<file path="config.mk">
export PLATFORM = sky130hd
export DESIGN_NAME = reaction_timer_ctrl
export DESIGN_NICKNAME = d
export VERILOG_FILES = /design/src/rtl/reaction_pkg.sv /design/src/rtl/reaction_timer_ctrl_lfsr16.sv /design/src/rtl/reaction_timer_ctrl.sv
export SDC_FILE = /design/constraint.sdc
export NUM_CORES = 1
export LEC_CHECK = 0
export CAP_MARGIN = 20
export CORE_UTILIZATION = 52
export DETAILED_ROUTE_END_ITERATION = 12
export PLACE_DENSITY = 0.73
export SLEW_MARGIN = 40
export SYNTH_ARGS = -nofsm -noshare
export SYNTH_HDL_FRONTEND = slang
export SYNTH_SLANG_ARGS = --single-unit
</file>
<file path="constraint.sdc">
create_clock -name clk -period 2.3 [get_ports clk]
set_input_delay 0.46 -clock clk [delete_from_list [all_inputs] [get_ports clk]]
set_output_delay 0.46 -clock clk [all_outputs]
set_load 0.01 [all_outputs]
</file>
<file path="src/rtl/reaction_pkg.sv">
// Shared types and constants for the reaction timer control core.
// States, saturation limit and LFSR seed/tap mask.
package reaction_pkg;

  typedef enum logic [2:0] {
    IDLE,
    WAIT,
    MEASURE,
    SHOW,
    FALSE
  } state_t;

  localparam logic [15:0] MS_SAT    = 16'd9999;
  localparam logic [15:0] LFSR_SEED = 16'hACE1;
  // taps 16,14,13,11 in right-shift form land on bits 0,2,3,5
  localparam logic [15:0] LFSR_TAPS = 16'h002D;

endpackage

</file>
<file path="src/rtl/reaction_timer_ctrl_lfsr16.sv">
// Free-running 16-bit Fibonacci LFSR, reseeded by reset.
// The seed is non-zero, so the register never reaches the all-zero lock-up state.
module lfsr16
  import reaction_pkg::*;
(
  input  logic        clk,
  input  logic        reset,
  output logic [15:0] q
);

  always_ff @(posedge clk) begin
    if (!reset) begin
      q <= LFSR_SEED;
    end else begin
      q <= {^(q & LFSR_TAPS), q[15:1]};
    end
  end

endmodule

</file>
<file path="src/rtl/reaction_timer_ctrl.sv">
// Reaction timer control: random pre-go delay, ms measurement, result hold.
// Optional best-time tracking is built when BEST_TIME_EN is defined.
module reaction_timer_ctrl
  import reaction_pkg::*;
#(
  parameter int CLKFREQ       = 100,
  parameter int MIN_WAIT_MS   = 1000,
  parameter int CYCLES_PER_MS = CLKFREQ * 1000
) (
  input  logic        clk,
  input  logic        reset,
  input  logic        btn_start,
  input  logic        btn_react,
  output logic        led_go,
  output logic [15:0] result,
  output logic        result_valid,
  output logic        false_start,
  output logic [15:0] best_ms
);

  localparam logic [31:0] TICK_LAST = 32'(CYCLES_PER_MS - 1);

  state_t      state_q, state_d;
  logic [15:0] ms_q, ms_d;
  logic [15:0] delay_q, delay_d;
  logic [15:0] result_d;
  logic [31:0] tcnt_q, tcnt_d;
  logic [15:0] lfsr;
  logic [15:0] arm_delay;
  logic        start_q, start_p;
  logic        react_q, react_p;
  logic        start_edge, react_edge;
  logic        tick;

  lfsr16 u_lfsr (
    .clk   (clk),
    .reset (reset),
    .q     (lfsr)
  );

  assign start_edge = start_q & ~start_p;
  assign react_edge = react_q & ~react_p;
  assign tick       = (tcnt_q == TICK_LAST);
  assign arm_delay  = 16'(MIN_WAIT_MS) + (lfsr & 16'h07FF);

  always_comb begin
    state_d  = state_q;
    ms_d     = ms_q;
    delay_d  = delay_q;
    result_d = result;
    tcnt_d   = tick ? '0 : tcnt_q + 32'd1;
    unique case (state_q)
      IDLE, SHOW, FALSE: begin
        if (start_edge) begin
          state_d  = WAIT;
          delay_d  = arm_delay;
          ms_d     = '0;
          tcnt_d   = '0;
          result_d = '0;
        end
      end
      WAIT: begin
        if (react_edge) begin
          state_d  = FALSE;
          result_d = '0;
        end else if (ms_q == delay_q) begin
          state_d = MEASURE;
          ms_d    = '0;
          tcnt_d  = '0;
        end else if (tick) begin
          ms_d = ms_q + 16'd1;
        end
      end
      MEASURE: begin
        // a tick in the react cycle completes that millisecond
        if (react_edge) begin
          state_d  = SHOW;
          result_d = tick ? ms_q + 16'd1 : ms_q;
        end else if (tick) begin
          ms_d = ms_q + 16'd1;
          if (ms_q + 16'd1 == MS_SAT) begin
            state_d  = SHOW;
            result_d = MS_SAT;
          end
        end
      end
      default: begin
        state_d = IDLE;
      end
    endcase
  end

  always_ff @(posedge clk) begin
    if (!reset) begin
      state_q      <= IDLE;
      ms_q         <= '0;
      delay_q      <= '0;
      tcnt_q       <= '0;
      start_q      <= 1'b0;
      start_p      <= 1'b0;
      react_q      <= 1'b0;
      react_p      <= 1'b0;
      result       <= '0;
      led_go       <= 1'b0;
      result_valid <= 1'b0;
      false_start  <= 1'b0;
    end else begin
      state_q      <= state_d;
      ms_q         <= ms_d;
      delay_q      <= delay_d;
      tcnt_q       <= tcnt_d;
      start_q      <= btn_start;
      start_p      <= start_q;
      react_q      <= btn_react;
      react_p      <= react_q;
      result       <= result_d;
      led_go       <= (state_d == MEASURE);
      result_valid <= (state_d == SHOW);
      false_start  <= (state_d == FALSE);
    end
  end

`ifdef BEST_TIME_EN
  logic [15:0] best_q;
  logic        best_we;

  // timeouts carry MS_SAT and so can never win the compare
  assign best_we = (state_q == MEASURE) && (state_d == SHOW);

  always_ff @(posedge clk) begin
    if (!reset) begin
      best_q <= MS_SAT;
    end else if (best_we && (result_d < best_q)) begin
      best_q <= result_d;
    end
  end

  assign best_ms = best_q;
`else
  assign best_ms = MS_SAT;
`endif

endmodule

</file>
## Yosys cells after proc, flatten, opt, wreduce, memory -nomap -nowiden

Index checks and enable logic that the tools add are counted.

| word-level totals | value |
|---|---|
| flip-flop bits (word level) | 106 |
| bits of input ports | 4 |
| output and inout bits | 35 |
| logic and storage cells | 66 |

| cells by class | value |
|---|---|
| add/subtract/negate cells | 3 |
| equality and inequality tests | 16 |
| mux-type cells | 23 |
| bitwise gates (word level) | 4 |
| reduce and logical (&&, ||, !) cells | 7 |

Operator list:

| cell | number |
|---|---|
| 2-to-1 mux 16 bit | 9 |
| 2-to-1 mux 32 bit | 4 |
| case mux 16 bit (3 select lines) | 2 |
| case mux 32 bit (2 select lines) | 1 |
| adder 32 x 1 -> 32 bit, second input constant | 1 |
| == test 32 x 17 -> 1 bit, second input constant | 1 |
| 2-to-1 mux 3 bit | 6 |
| adder 16 x 1 -> 16 bit, second input constant | 1 |
| == test 16 x 14 -> 1 bit, second input constant | 1 |
| == test 16 bit | 1 |
| parity 16 bit | 1 |
| adder 10 x 11 -> 12 bit, first input constant | 1 |
| == test 3 x 2 -> 1 bit, second input constant | 4 |
| case mux 3 bit (3 select lines) | 1 |
| inequality test 2 bit, second input constant | 4 |
| == test 3 bit, second input constant | 2 |
| inequality test 3 bit, second input constant | 2 |
| AND reduction 5 bit | 1 |
| AND reduction 4 bit | 1 |
| == test 3 x 1 -> 1 bit, second input constant | 1 |
| logical NOT 3 bit | 1 |
| nonzero test 3 bit | 1 |
| OR reduction 3 bit | 1 |
| AND 1 bit | 2 |
| 2 further kinds | 3 |

## Depth between registers and ports, before layout

| depth | value |
|---|---|
| word-level depth | 7 |
| depth in mapped cells | 9 |
| depth with buffers taken out | 7 |

## Hierarchy

From an unflattened synthesis, not the netlist that was laid out.

| unflattened totals | value |
|---|---|
| cells, all modules | 602 |
| area, all modules | 5257.5 sq um |

Modules (own cells, without submodules):

| module | instances | cells each | area each (sq um) | sequential area each (sq um) |
|---|---|---|---|---|
| reaction_timer_ctrl | 1 | 566 | 4804.6 | 1721.7 |
| lfsr16 | 1 | 36 | 452.9 | 320.3 |

## Worst setup path after synthesis

No wires, ideal clock.

| path | value |
|---|---|
| kind | register to register |
| start point | register ms_q[1] |
| end point | register led_go |
| library setup time | 116 ps |
| arrival | 2247 ps |
| required time | 2184 ps |
| path slack | -62 ps |
| stages on the path, launching flop included | 9 |
| path buffers | 1 |
| period minus slack after synthesis | 2362 ps |
| cells stage by stage | dfxtp_1 -> ha_1 -> and3_1 -> clkbuf_1 -> and4_1 -> xnor2_1 -> o211ai_1 -> or4b_1 -> and3b_1 |

| on the way | value |
|---|---|
| word-level cells in the longest chain between the ends | 7 |
| elaborated cells between the ends (all ways) | 10 |
| classes of those cells | add/sub: 1; eq/ne: 3; mux: 6 |

Ends and longest elaborated chain:

| item | line | text |
|---|---|---|
| from (decl) | reaction_timer_ctrl.sv:24 | `logic [15:0] ms_q, ms_d;` |
| from (signal assigned) | reaction_timer_ctrl.sv:109 | `ms_q <= ms_d;` |
| adder 16 x 1 -> 16 bit | reaction_timer_ctrl.sv:81 | `if (ms_q + 16'd1 == MS_SAT) begin` |
| == test 16 x 14 -> 1 bit | reaction_timer_ctrl.sv:81 |  |
| 2-to-1 mux 3 bit | reaction_timer_ctrl.sv:81 |  |
| 2-to-1 mux 3 bit | reaction_timer_ctrl.sv:79 | `end else if (tick) begin` |
| 2-to-1 mux 3 bit | reaction_timer_ctrl.sv:76 | `if (react_edge) begin` |
| case mux 3 bit (3 select lines) * | reaction_timer_ctrl.sv:52 | `unique case (state_q)` |
| == test 3 x 2 -> 1 bit * | reaction_timer_ctrl.sv:117 | `led_go <= (state_d == MEASURE);` |
| to (signal assigned) | reaction_timer_ctrl.sv:117 |  |
| to (decl) | reaction_timer_ctrl.sv:14 | `output logic led_go,` |

Mark *: on every way between the ends. The rest lies on a longest branch, timed or not.
A chain may end at the register's enable or synchronous reset.

## Worst setup path after layout

| path | value |
|---|---|
| start point | register ms_q[7] |
| end point | register led_go |

Same word-level chain as after synthesis.

==> results.cfg <==
[status]
status = completed

[worst_hold_path]
hold_path.class = reg -> reg
whs_path_depth = 1

[drt]
drt-pass1-iter-count = 7
drtAntennaViolNets = 0
drc_errors = 0
post_drt_via_cell_ratio = 5.71
vias = 4630
wl_per_cell_um = 15.3
dr.first_iter.drc_count = 350
routed_wl_um = 12400

[die]
die_height_um = 102
io_pins = 39
die_w_um = 102
core_area_mm2 = 0.00977
rows = 36
start_util = 0.534
dieArea_mm2 = 0.0104

[cells_and_area]
fin_util = 0.626
finish.net_count = 681
diodes = 0
layout.cells.most_common = dfxtp_1
area_growth_pct = 17.2
finish.instance_area_mm2 = 0.00612
drive_gt1_frac = 0.147
layout_common_cells = dfxtp_1, nor2_1, buf_4, nand2_1, xnor2_1

[pwr]
power_mw = 3.53
vdd_ir_drop_max_mv = 0.400
leakage_nw = 2.29
p_per_area_mw_per_mm2 = 577

[synth]
synth_async_sr_flop_share = 0
synth_top_area_share = 0.391
synthCells = 624
yosysTopAreaCell = dfxtp_1
synth_area_leaders = dfxtp_1, xnor2_1, nor2_1
synth_edf_count = 0
ys.flop_type = dfxtp_1
synth.distinct_cells = 67
synth_seq_area_share = 0.391
syn_avg_cell_area_um2 = 8.37
netlist_area_mm2 = 0.00522
synth_warnings = 0
synth_seq_cells = 102

[sta]
fin_crit_ps = 2240
finClkSkew_ps = 15.1
finalSetupViolations = 0
period_share = 0.973
relSlewSlack = 0.632
maxSlewViolCount = 0
worst_slew_pin_slew_ps = 547
setup_slack_ps = 62.9
max_freq_mhz = 447
hold_viol = 0

[worst_setup_path]
path_delay_family = simple AND/OR/NAND/NOR gates
cp.buffers_inverters = 0
crit_arrival_ps = 2520
critPathMaxStageDelay_ps = 550
worstSetupPathType = reg -> reg
crit_slowest_cell = or4b_1
cp_max_fo = 9
worstSetupPathDepth = 6
rr_worst_depth = 6
cp.required_ps = 2580
cp-start-kind = register
cp-end-kind = register
crit_path_cell_trace = and4_2 -> and3_4 -> a211oi_1 -> o211ai_1 -> or4b_1 -> and3b_1

[clock_network]
insertion_delay_ps = 380
cts-htree-levels = 3
cts_tree = built
clk_pin_slew_ps = 110
cts-buffers-inserted = 9
cts_hold_buf = 0
cts-root-buf = clkbuf_8
clkSinkCount = 102
cts_buffer_depth = 2

[grt]
grt_pass1_vias = 4097
grt_usage = 0.249
antenna_found_initial = 0
overflow = 0
grt_pass1_wl_um = 20100
grt_max_degree = 52

[placed_design]
numPortBuffers = 22
place_area_mm2 = 0.00584
routabilityCongestion = 0.959
dp_hpwl_um = 9040
pre_cts_ws_ps = 40.7

[run]
cap_violations = 0
==> stage by stage <==
stage,std cells,TNS (ps),hold slack (ps)
finish,811,0,431
CTS,809,0,437
global route,811,-30.0,449
floorplan,638,0,386
detailed placement,793,0,415
global placement,793,0,401
==> synth_stat cells, drive strengths merged (3+ instances only) <==
master	n
nand2	52
o221a	3
and2	19
o32ai	3
o22ai	15
xnor2	36
nor2b	5
o21ai	13
ha	4
nand4	12
mux2i	11
dfxtp	102
nor2	73
a32o	3
and3b	3
and4	6
xor2	28
or3	12
inv	17
a211oi	7
a31oi	4
a21oi	20
buf	30
and3	9
nor3	7
nand3b	3
nor4b	3
nand3	31
nor4	19
nand2b	13
clkbuf	29
o211ai	3
==> state kept, by name, indices dropped and copies added, names as in the netlist <==
register	count
tcnt_q	32
result_valid	1
delay_q	12
state_q	3
false_start	1
start_q	1
react_p	1
react_q	1
u_lfsr.q	16
led_go	1
start_p	1
ms_q	16
result	16
==> final timing paths <==
check / start / to / slack (ps)
max reg2reg: ms_q[7] / led_go / 60
min reg2reg: u_lfsr.q[12] / u_lfsr.q[11] / 430
max: ms_q[7] / led_go / 60
min: u_lfsr.q[12] / u_lfsr.q[11] / 430
==> area by class of cell <==
class                      count  area, µm²
inverter                      18       67.6
multi-input combinational    459       2900
fill                         836       3650
clock inverter                 7       97.6
tap                          133        166
timing repair buffer          83        728
sequential                   102       2040
clock buffer                   9        124
==> per-layer routing <==
layer | track usage | part of all wire
met5 | 0 | 0
met4 | 0.0791 | 0.018
met1 | 0.348 | 0.46
met2 | 0.388 | 0.46
met3 | 0.0445 | 0.071
==> power breakdown <==
group,total (mW),switching (mW),internal (mW)
clock,1.23,0.692,0.543
combinational,0.444,0.256,0.188
sequential,1.85,0.0343,1.82
total,3.53,0.983,2.55
==> worst register-to-register path, cell delays in order, from the launching register on <==
cell	delay, ps
dfxtp_1	370
and4_2	310
and3_4	210
a211oi_1	340
o211ai_1	150
or4b_1	550
and3b_1	210
==> what timing repair did <==
item                                    in CTS  in global routing
gates resized for setup                      0                  9
endpoints found under the setup margin       0                 59
buffers inserted                             0                  2
==> cell families after synthesis <==
family          count (synthesis)  synth area share
compound gates                 89             0.116
xor+xnor                       64             0.107
fa+ha+maj                       4           0.00959
buf+inv                        77            0.0728
flops                         102             0.391
mux                            11            0.0211
other cells                     2           0.00144
simple gates                  275             0.280
Note: power is estimated with default switching activity, not from simulation.
